## src/rtl/alu_pkg.sv

```systemverilog
// Shared types and constants for the sequential signed ALU.
package alu_pkg;

    localparam int W_DEFAULT = 8;

    // Codes 5..7 all decode as PASS; only 5 carries a name.
    typedef enum logic [2:0] {
        OP_ADD  = 3'd0,
        OP_SUB  = 3'd1,
        OP_MUL  = 3'd2,
        OP_DIV  = 3'd3,
        OP_MOD  = 3'd4,
        OP_PASS = 3'd5
    } op_e;

    typedef enum logic [1:0] {
        S_IDLE,
        S_DIV,
        S_DONE
    } state_e;

endpackage

```

## src/rtl/alu_div_seq.sv

```systemverilog
// Unsigned restoring divider: one quotient bit per cycle, W cycles per division.
// done_o and quot_o/rem_o describe the final iteration while it is being computed.
module alu_div_seq #(
    parameter int W = 8
) (
    input  logic         clk,
    input  logic         rst,
    input  logic         start_i,
    input  logic [W-1:0] dividend_i,
    input  logic [W-1:0] divisor_i,
    output logic         done_o,
    output logic [W-1:0] quot_o,
    output logic [W-1:0] rem_o
);

    localparam int CW = $clog2(W);

    logic [CW-1:0] cnt_q, cnt_d;
    logic          busy_q, busy_d;
    logic [W-1:0]  quot_q, quot_d;
    logic [W-1:0]  rem_q, rem_d;
    logic [W-1:0]  dvs_q, dvs_d;
    logic [W:0]    shifted;
    logic [W:0]    trial;
    logic          ge;

    // NOTE: every variable assigned here gets a default first, so no path can infer a latch.
    always_comb begin
        busy_d  = busy_q;
        cnt_d   = cnt_q;
        quot_d  = quot_q;
        rem_d   = rem_q;
        dvs_d   = dvs_q;

        shifted = {rem_q, quot_q[W-1]};
        ge      = shifted >= {1'b0, dvs_q};
        trial   = shifted - {1'b0, dvs_q};
        quot_o  = {quot_q[W-2:0], ge};
        rem_o   = ge ? trial[W-1:0] : shifted[W-1:0];
        done_o  = busy_q && (cnt_q == CW'(W - 1));

        if (start_i) begin
            busy_d = 1'b1;
            cnt_d  = '0;
            quot_d = dividend_i;
            rem_d  = '0;
            dvs_d  = divisor_i;
        end else if (busy_q) begin
            quot_d = quot_o;
            rem_d  = rem_o;
            cnt_d  = cnt_q + 1'b1;
            if (done_o) begin
                busy_d = 1'b0;
            end
        end
    end

    // NOTE: state registers use non-blocking assignments so every flop samples pre-edge values.
    always_ff @(posedge clk or posedge rst) begin
        if (rst) begin
            busy_q <= 1'b0;
            cnt_q  <= '0;
            quot_q <= '0;
            rem_q  <= '0;
            dvs_q  <= '0;
        end else begin
            busy_q <= busy_d;
            cnt_q  <= cnt_d;
            quot_q <= quot_d;
            rem_q  <= rem_d;
            dvs_q  <= dvs_d;
        end
    end

endmodule

```

## src/rtl/alu_seq_p.sv

```systemverilog
// Sequential signed ALU with valid/ready handshake; single-cycle ADD/SUB/MUL/PASS,
// W-cycle DIV/MOD via alu_div_seq with sign fix-up and special cases handled here.
module alu_seq_p
    import alu_pkg::*;
#(
    parameter int W = W_DEFAULT
) (
    input  logic         clk,
    input  logic         rst,
    input  logic         in_valid,
    output logic         in_ready,
    input  op_e          op,
    input  logic [W-1:0] a,
    input  logic [W-1:0] b,
    output logic         out_valid,
    input  logic         out_ready,
    output logic [W-1:0] c,
    output logic         z,
    output logic         n,
    output logic         v,
    output logic         dz
);

    localparam logic [W-1:0] MIN_VAL = {1'b1, {(W-1){1'b0}}};
    localparam logic [W-1:0] ONES    = '1;

    state_e         state_q, state_d;
    op_e            op_q, op_d;
    logic [W-1:0]   a_q, a_d, b_q, b_d;
    logic [W-1:0]   c_q, c_d;
    logic           z_q, z_d, n_q, n_d, v_q, v_d, dz_q, dz_d;

    logic [W-1:0]   sum, dif;
    logic [2*W-1:0] a_ext, b_ext, prod;
    logic           add_ovf, sub_ovf, mul_ovf;
    logic [W-1:0]   a_mag, b_mag;
    logic           div_start, div_done;
    logic [W-1:0]   quot, rem, q_fix, r_fix;

    assign in_ready  = (state_q == S_IDLE);
    assign out_valid = (state_q == S_DONE);
    assign c  = c_q;
    assign z  = z_q;
    assign n  = n_q;
    assign v  = v_q;
    assign dz = dz_q;

    always_comb begin
        sum     = a + b;
        dif     = a - b;
        a_ext   = {{W{a[W-1]}}, a};
        b_ext   = {{W{b[W-1]}}, b};
        prod    = a_ext * b_ext;
        add_ovf = (a[W-1] == b[W-1]) && (sum[W-1] != a[W-1]);
        sub_ovf = (a[W-1] != b[W-1]) && (dif[W-1] != a[W-1]);
        // The product fits when its top W+1 bits are a pure sign extension.
        mul_ovf = !((&prod[2*W-1:W-1]) || !(|prod[2*W-1:W-1]));
        a_mag   = a[W-1] ? (~a + 1'b1) : a;
        b_mag   = b[W-1] ? (~b + 1'b1) : b;
    end

    assign div_start = in_ready && in_valid && ((op == OP_DIV) || (op == OP_MOD));

    alu_div_seq #(.W(W)) u_div (
        .clk        (clk),
        .rst        (rst),
        .start_i    (div_start),
        .dividend_i (a_mag),
        .divisor_i  (b_mag),
        .done_o     (div_done),
        .quot_o     (quot),
        .rem_o      (rem)
    );

    // Quotient is negative when operand signs differ; remainder follows the dividend.
    assign q_fix = (a_q[W-1] ^ b_q[W-1]) ? (~quot + 1'b1) : quot;
    assign r_fix = a_q[W-1] ? (~rem + 1'b1) : rem;

    always_comb begin
        state_d = state_q;
        op_d    = op_q;
        a_d     = a_q;
        b_d     = b_q;
        c_d     = c_q;
        v_d     = v_q;
        dz_d    = dz_q;

        case (state_q)
            S_IDLE: begin
                if (in_valid) begin
                    op_d    = op;
                    a_d     = a;
                    b_d     = b;
                    v_d     = 1'b0;
                    dz_d    = 1'b0;
                    state_d = S_DONE;
                    case (op)
                        OP_ADD: begin
                            c_d = sum;
                            v_d = add_ovf;
                        end
                        OP_SUB: begin
                            c_d = dif;
                            v_d = sub_ovf;
                        end
                        OP_MUL: begin
                            c_d = prod[W-1:0];
                            v_d = mul_ovf;
                        end
                        OP_DIV, OP_MOD: begin
                            c_d     = c_q;
                            state_d = S_DIV;
                        end
                        default: c_d = a;
                    endcase
                end
            end
            S_DIV: begin
                if (div_done) begin
                    state_d = S_DONE;
                    v_d     = 1'b0;
                    dz_d    = 1'b0;
                    if (b_q == '0) begin
                        dz_d = 1'b1;
                        c_d  = (op_q == OP_DIV) ? ONES : a_q;
                    end else if (op_q == OP_DIV) begin
                        c_d = q_fix;
                        v_d = (a_q == MIN_VAL) && (b_q == ONES);
                    end else begin
                        c_d = r_fix;
                    end
                end
            end
            S_DONE: begin
                if (out_ready) begin
                    state_d = S_IDLE;
                end
            end
            default: state_d = S_IDLE;
        endcase

        z_d = (c_d == '0);
        n_d = c_d[W-1];
    end

    always_ff @(posedge clk or posedge rst) begin
        if (rst) begin
            state_q <= S_IDLE;
            op_q    <= OP_ADD;
            a_q     <= '0;
            b_q     <= '0;
            c_q     <= '0;
            z_q     <= 1'b1;
            n_q     <= 1'b0;
            v_q     <= 1'b0;
            dz_q    <= 1'b0;
        end else begin
            state_q <= state_d;
            op_q    <= op_d;
            a_q     <= a_d;
            b_q     <= b_d;
            c_q     <= c_d;
            z_q     <= z_d;
            n_q     <= n_d;
            v_q     <= v_d;
            dz_q    <= dz_d;
        end
    end

endmodule

```

## config.mk

```make
export PLATFORM = sky130hd
export DESIGN_NAME = alu_seq_p
export DESIGN_NICKNAME = d
export VERILOG_FILES = /design/src/rtl/alu_pkg.sv /design/src/rtl/alu_div_seq.sv /design/src/rtl/alu_seq_p.sv
export SDC_FILE = /design/constraint.sdc
export NUM_CORES = 1
export LEC_CHECK = 0
export BUFFER_PORTS_ARGS = -buffer_cell sky130_fd_sc_hd__buf_2
export CORE_MARGIN = 3
export CORE_UTILIZATION = 64
export CTS_BUF_LIST = sky130_fd_sc_hd__clkbuf_4 sky130_fd_sc_hd__clkbuf_8 sky130_fd_sc_hd__clkbuf_16
export DETAILED_ROUTE_END_ITERATION = 6
export PLACE_DENSITY = 0.81
export SLEW_MARGIN = 25
export SYNTH_ARGS = -nofsm -noshare
export SYNTH_HDL_FRONTEND = slang
export SYNTH_SLANG_ARGS = --single-unit
```

## constraint.sdc

```tcl
create_clock -name clk -period 4.9 [get_ports clk]
set_input_delay 0.49 -clock clk [delete_from_list [all_inputs] [get_ports clk]]
set_output_delay 0.49 -clock clk [all_outputs]
set_load 0.005 [all_outputs]
```

==> results of run 1 <==
## flip-flops by register name (all words and copies together), names as in the netlist, 3 cells and up
register and count:
u_div.cnt_q 3, u_div.dvs_q 8, b_q 8, a_q 8
u_div.quot_q 8, u_div.rem_q 8, op_q 3, c 8
## logic make-up (layout without fill, tap and decap cells)
family / count (synthesis) / count (layout) / synth area share (%)
simple gates: 316 / 316 / 20.2
fa+ha+maj: 116 / 116 / 25.7
mux: 22 / 22 / 3.03
xor+xnor: 47 / 47 / 5.60
buf+inv: 161 / 240 / 8.46
flops: 60 / 60 / 20.4
compound gates: 186 / 186 / 16.6
## metrics by stage
step | total power, W | worst slack (ns) | hold slack, ns | setup TNS (ns)
after floorplan | 0.00357 | 0.100 | 0.446 | 0
after global placement | 0.00450 | -0.155 | 0.463 | -0.155
after detailed placement | 0.00465 | -0.268 | 0.469 | -0.275
after CTS | 0.00539 | 0.0502 | 0.333 | 0
after global routing | 0.00595 | -0.00106 | 0.351 | -0.00106
final | 0.00550 | 0.198 | 0.338 | 0
## power by group
part           internal (W)  switching, W  leakage, nW
logic               0.00159       0.00218         3.15
registers          0.000741      0.000292        0.731
clock network      0.000469      0.000226        0.160
## critical path: stages
cell and delay [ns]:
buf_2 0.10, buf_4 0.15, buf_4 0.16, and2_1 0.16, fa_1 0.54, inv_1 0.05
fa_1 0.47, fa_1 0.52, fa_1 0.55, inv_1 0.04, ha_1 0.37, o2111a_1 0.27
nor3_4 0.07, nor4_1 0.34, nor3_2 0.09, nand2_1 0.08, a2bb2o_2 0.31, o211ai_1 0.19
## Yosys cell counts (19+ instances only)
library cell / instances
o21ai_0: 58
clkbuf_1: 28
nand2_1: 122
nor2_1: 72
nor3_1: 19
ha_1: 58
inv_1: 119
mux2i_1: 20
xnor2_1: 39
fa_1: 58
dfrtp_1: 59
and2_1: 19
a21oi_1: 38
## per-layer routing
| metal | GRT usage (%) | up-vias | routed length [um] |
|---|---|---|---|
| met2 | 58.4 | 374 | 10300 |
| met5 | 0 | - | 0 |
| met4 | 14.7 | 0 | 1040 |
| li1 | - | 3210 | - |
| met1 | 49.4 | 3382 | 8920 |
| met3 | 5.72 | 74 | 1770 |
## worst min path at each step
stage / cells past startpoint / slack (ns) / startpoint / end
after detailed placement: 2 / 0.47 / op_q[0] / op_q[0]
after floorplan: 2 / 0.45 / op_q[0] / op_q[0]
after global placement: 2 / 0.46 / op_q[0] / op_q[0]
after global routing: 2 / 0.35 / out_ready / state_q[1]
final: 2 / 0.34 / out_ready / state_q[1]
after CTS: 2 / 0.33 / out_ready / state_q[1]
## area by class of cell
type | instances | share of cell area, %
Sequential cell | 60 | 17.9
Clock buffer | 12 | 3.02
Timing Repair Buffer | 103 | 8.13
Clock inverter | 4 | 0.864
Multi-Input combinational cell | 687 | 62.6
Tap cell | 140 | 2.08
Inverter | 121 | 5.41
## timing repair
action                                  in CTS  in global routing
hold buffers                                 0                  0
endpoints found under the setup margin       0                  1
buffers inserted                             0                  0
gates resized for setup                      0                  8
==> impl_results.md, run 1 <==
- Status: completed
- FF/Latch Area: between 1500 and 2000 um2
- Worst skew pair latency: 0.33 ns
- Ratio of cells with drive above 1 in the final layout: 14.8%
- Number of buffers created by CTS: 9
- Post-DP Area: 8050 um2
- Final Max Tran Viols: 0
- Leak pwr: 4.04 nW
- Die Wd: 113 um
- Post-synth EDFFs: 0
- Syn Area/Cell: roughly 8.1 um2
- DR vias: 7040
- Kind of critical path: in -> reg
- CTS tree: built
- Top post-synthesis cells by area: dfrtp_1 20%, fa_1 16%, ha_1 9.9%
- Commonest non-fill, non-tap cells in the layout: 122 x nand2_1, 118 x inv_1, 70 x nor2_1
- R2R Path Start: u_div.rem_q[2]
- Die area: 12800 um2
- Die height: 113 um
- Crit path time final: between 4 and 5 ns
- Ys async rst share: 100%
- Fin crit share: 96.0%
- Cell Rows: 38
- 1st-iter DRT viols: 754
- GPL Wtd Cong: 0.995
- P&R area growth vs syn: 14.3%
- WL final: 22000 um
- CTS H-Tree Depth: 3
- Worst R2R Path Depth: 11
- Max VDD drop: 0.000864 V
- #FFs+latches synth: 60
- Layout Nets: 1121
- Commonest non-fill, non-tap cell in the layout: nand2_1
- CP Data Arrival Time: 4.94 ns
- Post-synth cell types: 74
- Clk_skew: 0.00593 ns
- Clk slew on worst S/H paths: ~0.05 ns
- CTS Root Cell: clkbuf_16
- Area of the core: 11000 um2
- Setup crit end: v
- Crit path launch: b[4]
- Fmax: roughly 210 MHz
- Yosys Warn Count: 0
- Final instance area: 8400 um2
- Io pins: 37
- Hpwl dp: 17400 um
- Primary FF master, synth: dfrtp_1
- # DRC: 0
- Slew @ Worst Pin: 0.785 ns
- Largest net degree at the start of global routing: between 60 and 70
- Global route total overflow: 0
- DR vias/cell: 6.25
- Pwr Density: 655 nW/um2
- Placed cell count: about 1100
- Ant. Diodes: 0
- Cell Area, Synth: about 7400 um2
- Type of origin of the critical path: primary input
- Initial antenna violation count: 0
- Synth top area share: between 20% and 30%
- Flop-to-flop setup slack: 1.00 ns
- CTS sink cnt: 60
- Initial Util: 66.7%
- Port buffer count: 36
- Net Count, Synth: around 1000
- Register area share after synthesis: 20.4%
- First-pass GRT wire length: 36800 um
- Max Buffers Root-to-Sink: 2
- Final core occ: 76.2%
- Total track usage: 36.3%
- Fillers: 831
- Hold Path Class: in -> reg
- Non-Filler Instances: between 1000 and 1500
- Area of the multi-input gates: 5260 um2
- DRT Pass-1 Iters: 6
- Final setup viols: 0
- Wire length per cell: 19.5 um
- Vias in the first global route: 7109
- Crit. End Element: register
- Crit Path Max Fanout: 6
- Area leader, netlist: dfrtp_1
- Final Hold Viols: 0
- Max Cap Viol: 0
- Reg2reg end: z
- Syn Inst Count: 908
- Remaining antenna violation count after routing: 0
- Slew headroom: 47.6%
- CP required: 5.14 ns
Note: power is estimated with default switching activity, not from simulation.
==> inputs of run 2 (changes only) <==
Settings changed: MAX_ROUTING_LAYER set to met4.
==> impl_results.md, run 2 (synthesized netlist as in run 1, its figures left out) <==
- Commonest non-fill, non-tap cells in the layout: 122 x nand2_1, 116 x inv_1, 70 x buf_4
- First-pass GRT wire length: approximately 37000 um
- Die Wd: approximately 110 um
- Placed cell count: 1115
- Hold Path Class: in -> reg
- Kind of critical path: in -> reg
- Flop-to-flop setup slack: 1.02 ns
- Status: completed
- CTS Root Cell: clkbuf_16
- CP Data Arrival Time: 5.02 ns
- Post-route setup slack: approximately 0.08 ns
- Worst slack, placed: -0.358 ns
- Die height: 113 um
- Max Cap Viol: 0
- Slew @ Worst Pin: 0.772 ns
- Remaining antenna violation count after routing: 0
- CTS tree: built
- CTS H-Tree Depth: 3
- Hpwl dp: 17300 um
- Initial Util: roughly 67%
- Final Hold Viols: 0
- DRT Pass-1 Iters: 6
- Ant. Diodes: 0
- Ratio of cells with drive above 1 in the final layout: 16.3%
- Crit Path Max Fanout: 4
- Net Sw Frac: slightly below 50%
- Largest net degree at the start of global routing: 61
- Type of origin of the critical path: primary input
- Wire length per cell: 19.9 um
- Setup crit end: v
- CTS sink cnt: 60
- Commonest non-fill, non-tap cell in the layout: nand2_1
- DR vias: 7033
- P_sw: around 0.0028 W
- Global route total overflow: 0
- # DRC: 0
- Max VDD drop: 0.000856 V
- 1st-iter DRT viols: 664
- Hold buffers post-CTS: 0
- Total track usage: between 30% and 40%
- Pwr Density: 665 nW/um2
- Reg2reg end: z
- Port buffer count: 36
- Crit path launch: b[3]
- Area of the core: between 10000 and 15000 um2
- Final Max Tran Viols: 0
- Cell Rows: 38
- Worst skew pair latency: about 0.33 ns
- P&R area growth vs syn: 15.6%
- Worst Hold Path Cells: 2
- Clk_skew: 0.00892 ns
- Fmax: 208 MHz
- Internal: between 0.002 and 0.003 W
- Initial antenna violation count: 0
- Io pins: 37
- Crit. End Element: register
- Crit path time final: 4.82 ns
- Non-Filler Instances: 1131
- Clock power frac: 12.3%
- Worst R2R Path Depth: 11
- R2R Path Start: u_div.rem_q[2]
- Sequential Power Share: 18.2%
- WL final: 22500 um
- Comb power frac: 69.6%
- Clk slew on worst S/H paths: roughly 0.06 ns
- CP required: 5.10 ns
- DR vias/cell: around 6.2
- Leak pwr: 4.07 nW
- Fin crit share: 98.3%
- Die area: between 10000 and 15000 um2
- Final setup viols: 0
- Number of buffers created by CTS: 9
- GPL Wtd Cong: between 0.9 and 1
- Max Buffers Root-to-Sink: 2
- Slew headroom: 48.5%
- Layout Nets: 1126
- Vias in the first global route: 7053
[run 2: cell count changes in the layout (fill, tap and decap cells not counted), sizes merged]
cell | before | now
buf | 103 | 108
clkbuf | 12 | 11
clkinv | 2 | 3
clkinvlp | 1 | 0
[run 2: worst min path at each step]
stage,end,start,slack [ns]
after global routing,state_q[1],out_ready,0.36
final,state_q[1],out_ready,0.34
after floorplan,op_q[0],op_q[0],0.45
after CTS,state_q[1],out_ready,0.34
after detailed placement,op_q[0],op_q[0],0.46
after global placement,op_q[0],op_q[0],0.46
[run 2: what timing repair did]
item / CTS / global route
setup endpoints to repair: 1 / 2
endpoints found under the hold margin: 0 / 0
gates resized for setup: 1 / 21
buffers inserted: 0 / 1
pin swaps: 0 / 11
[run 2: power by group through the flow]
stage	Sequential, W	Combinational, W	Clock (W)
floorplan	0.000912	0.00266	0
global placement	0.00101	0.00349	0
detailed placement	0.00102	0.00363	0
CTS	0.00101	0.00369	0.000691
global route	0.00105	0.00435	0.000710
finish	0.00103	0.00393	0.000693
[run 2: cell type report]
type / count / area [um2]
Multi-Input combinational cell: 687 / 5310
Tap cell: 140 / 175
Inverter: 121 / 454
Fill cell: 798 / 2530
Timing Repair Buffer: 108 / 737
Clock inverter: 4 / 73.8
Sequential cell: 60 / 1500
Clock buffer: 11 / 246
[run 2: stage by stage]
stage | total power (W) | util, % | area [um2] | hold slack [ns] | setup TNS (ns)
CTS | 0.00539 | 76.3 | 8420 | 0.339 | 0
floorplan | 0.00357 | - | 7360 | 0.446 | 0
detailed placement | 0.00465 | 73.3 | 8090 | 0.464 | -0.433
global route | 0.00611 | 77.1 | 8500 | 0.357 | -0.105
finish | 0.00565 | 77.1 | 8500 | 0.341 | 0
global placement | 0.00450 | 73.3 | 8090 | 0.461 | -0.208
[run 2: layer usage]
| layer | up-vias | routed length (um) | GRT usage [%] |
|---|---|---|---|
| met4 | 0 | 797 | 11.2 |
| met3 | 72 | 1700 | 5.13 |
| li1 | 3222 | - | - |
| met2 | 374 | 10700 | 58.1 |
| met5 | - | 0 | - |
| met1 | 3365 | 9330 | 49.9 |
[run 2: worst max-delay path: stages]
cell and delay, ns:
buf_2 0.14, ha_2 0.20, inv_1 0.07, fa_1 0.53, inv_1 0.05, ha_1 0.28, inv_1 0.05, fa_1 0.48
fa_1 0.57, inv_1 0.06, ha_1 0.31, buf_4 0.16, nor2b_1 0.15, o2111a_2 0.29, nor3_2 0.18, xnor2_1 0.20
nand4_1 0.18, nor4_2 0.34, a2bb2o_4 0.19, o211ai_1 0.10
==> inputs of run 3 (changes only) <==
Settings changed: PLACE_DENSITY 0.81 to 0.94.
==> impl_results.md, run 3 (synthesized netlist as in run 1, its figures left out) <==
- Cell Rows: 38
- Global route total overflow: 0
- Crit Path Max Fanout: 8
- Max Cap Viol: 0
- DRT Pass-1 Iters: 7
- Vias in the first global route: 6976
- 1st-iter DRT viols: 1375
- Io pins: 37
- Die height: 113 um
- GPL Wtd Cong: 1.00
- Final Hold Viols: 0
- Leak pwr: around 4 nW
- DR vias/cell: 6.46
- Net Sw Frac: 50.3%
- Hpwl dp: 16100 um
- CTS sink cnt: 60
- Wire length per cell: ~19 um
- DR vias: 7208
- Crit. End Element: register
- Total track usage: 35.0%
- Pwr Density: ~650 nW/um2
- Commonest non-fill, non-tap cell in the layout: nand2_1
- Final instance area: 8290 um2
- Clk slew on worst S/H paths: 0.06 ns
- Number of buffers created by CTS: 9
- Die area: 12800 um2
- Clock power frac: 11.7%
- Remaining antenna violation count after routing: 0
- Initial antenna violation count: 0
- Slew @ Worst Pin: a little over 1 ns
- WL final: 21500 um
- CTS Root Cell: clkbuf_16
- Area of the core: 11000 um2
- Post-DP Area: 7970 um2
- Power Total: 0.00543 W
- Crit path time final: 4.74 ns
- CP Data Arrival Time: 4.98 ns
- Status: completed
- P&R area growth vs syn: 12.7%
- Max VDD drop: 0.000618 V
- First-pass GRT wire length: 34600 um
- Port buffer count: 36
- Final setup viols: 0
- Hold Path Class: in -> reg
- P_sw: 0.00273 W
- CTS tree: built
- # DRC: 0
- Type of origin of the critical path: primary input
- Ant. Diodes: 0
- Sequential Power Share: 19.2%
- Ratio of cells with drive above 1 in the final layout: 13.7%
- Final core occ: 75.2%
- Die Wd: 113 um
- Kind of critical path: in -> reg
- CP required: just over 5 ns
- Hold buffers post-CTS: 0
- Largest net degree at the start of global routing: 61
- Commonest non-fill, non-tap cells in the layout: 122 x nand2_1, 118 x inv_1, 70 x nor2_1
- CTS H-Tree Depth: 3
- Non-Filler Instances: 1116
- Final Max Tran Viols: 0
- Post-CTS setup buffer count: 0
- Fin crit share: 96.7%
- Slew headroom: a little under a third
- Layout Nets: 1110
- Max Buffers Root-to-Sink: 2
- Placed cell count: 1100
- Flop-to-flop setup slack: ~0.91 ns
- Comb power frac: 69.1%
- Post-CTS Resized: 0
- Initial Util: 66.7%
- Internal: between 0.002 and 0.003 W
- Fmax: between 200 and 250 MHz
- Clk_skew: ~0.0094 ns
- Worst skew pair latency: 0.34 ns
[run 3: cell count changes in the layout (fill, tap and decap cells not counted), sizes merged]
cell / change
buf: -16
clkinvlp: +3
clkbuf: -2
bufinv: -1
clkinv: +1
[run 3: layout make-up]
cell class	count	area [um2]
Clock buffer	9	225
Clock inverter	7	67.6
Fill cell	724	2740
Inverter	121	454
Multi-Input combinational cell	687	5270
Sequential cell	60	1500
Tap cell	140	175
Timing Repair Buffer	92	601
[run 3: metrics by stage]
stage / setup TNS, ns / setup WS (ns) / hold slack [ns]
after detailed placement: -0.267 / -0.202 / 0.472
after floorplan: 0 / 0.100 / 0.446
after global placement: -0.0628 / -0.0628 / 0.454
after CTS: 0 / 0.124 / 0.330
final: 0 / 0.162 / 0.331
after global routing: -0.0834 / -0.0470 / 0.333
[run 3: critical path: stages]
cell and delay [ns]:
buf_2 0.18, ha_1 0.20, inv_1 0.08, fa_1 0.54, inv_1 0.05, ha_1 0.27, inv_1 0.05, fa_1 0.50
fa_1 0.54, inv_1 0.04, ha_1 0.32, inv_1 0.06, o21bai_1 0.25, xnor2_2 0.18, o21ai_0 0.12, a222oi_1 0.39
o21ai_0 0.15, a211o_1 0.27, nor4_1 0.29
[run 3: path summary, 6_finish.rpt]
| kind | startpoint | to | cells past startpoint |
|---|---|---|---|
| max | b[3] | z | 19 |
| min | out_ready | state_q[1] | 2 |
| max reg2reg | u_div.rem_q[2] | z | 13 |
| min reg2reg | u_div.dvs_q[5] | u_div.dvs_q[5] | 2 |
| max in group asynchronous | rst | u_div.dvs_q[4] | 3 |
| min in group asynchronous | rst | u_div.cnt_q[2] | 3 |
[run 3: power by group through the flow]
stage	Clock (W)	Sequential [W]	Combinational [W]
2_1_floorplan	0	0.000912	0.00266
3_3_place_gp	0	0.00101	0.00338
3_5_place_dp	0	0.00102	0.00352
4_1_cts	0.000630	0.00101	0.00359
5_1_grt	0.000651	0.00106	0.00412
6_report	0.000636	0.00104	0.00375
[run 3: layer usage]
layer  wire length [um]  GRT usage (%)
met4                941           12.2
met1               8240           46.0
met5                  0              -
met3               2590           7.43
met2               9700           54.1
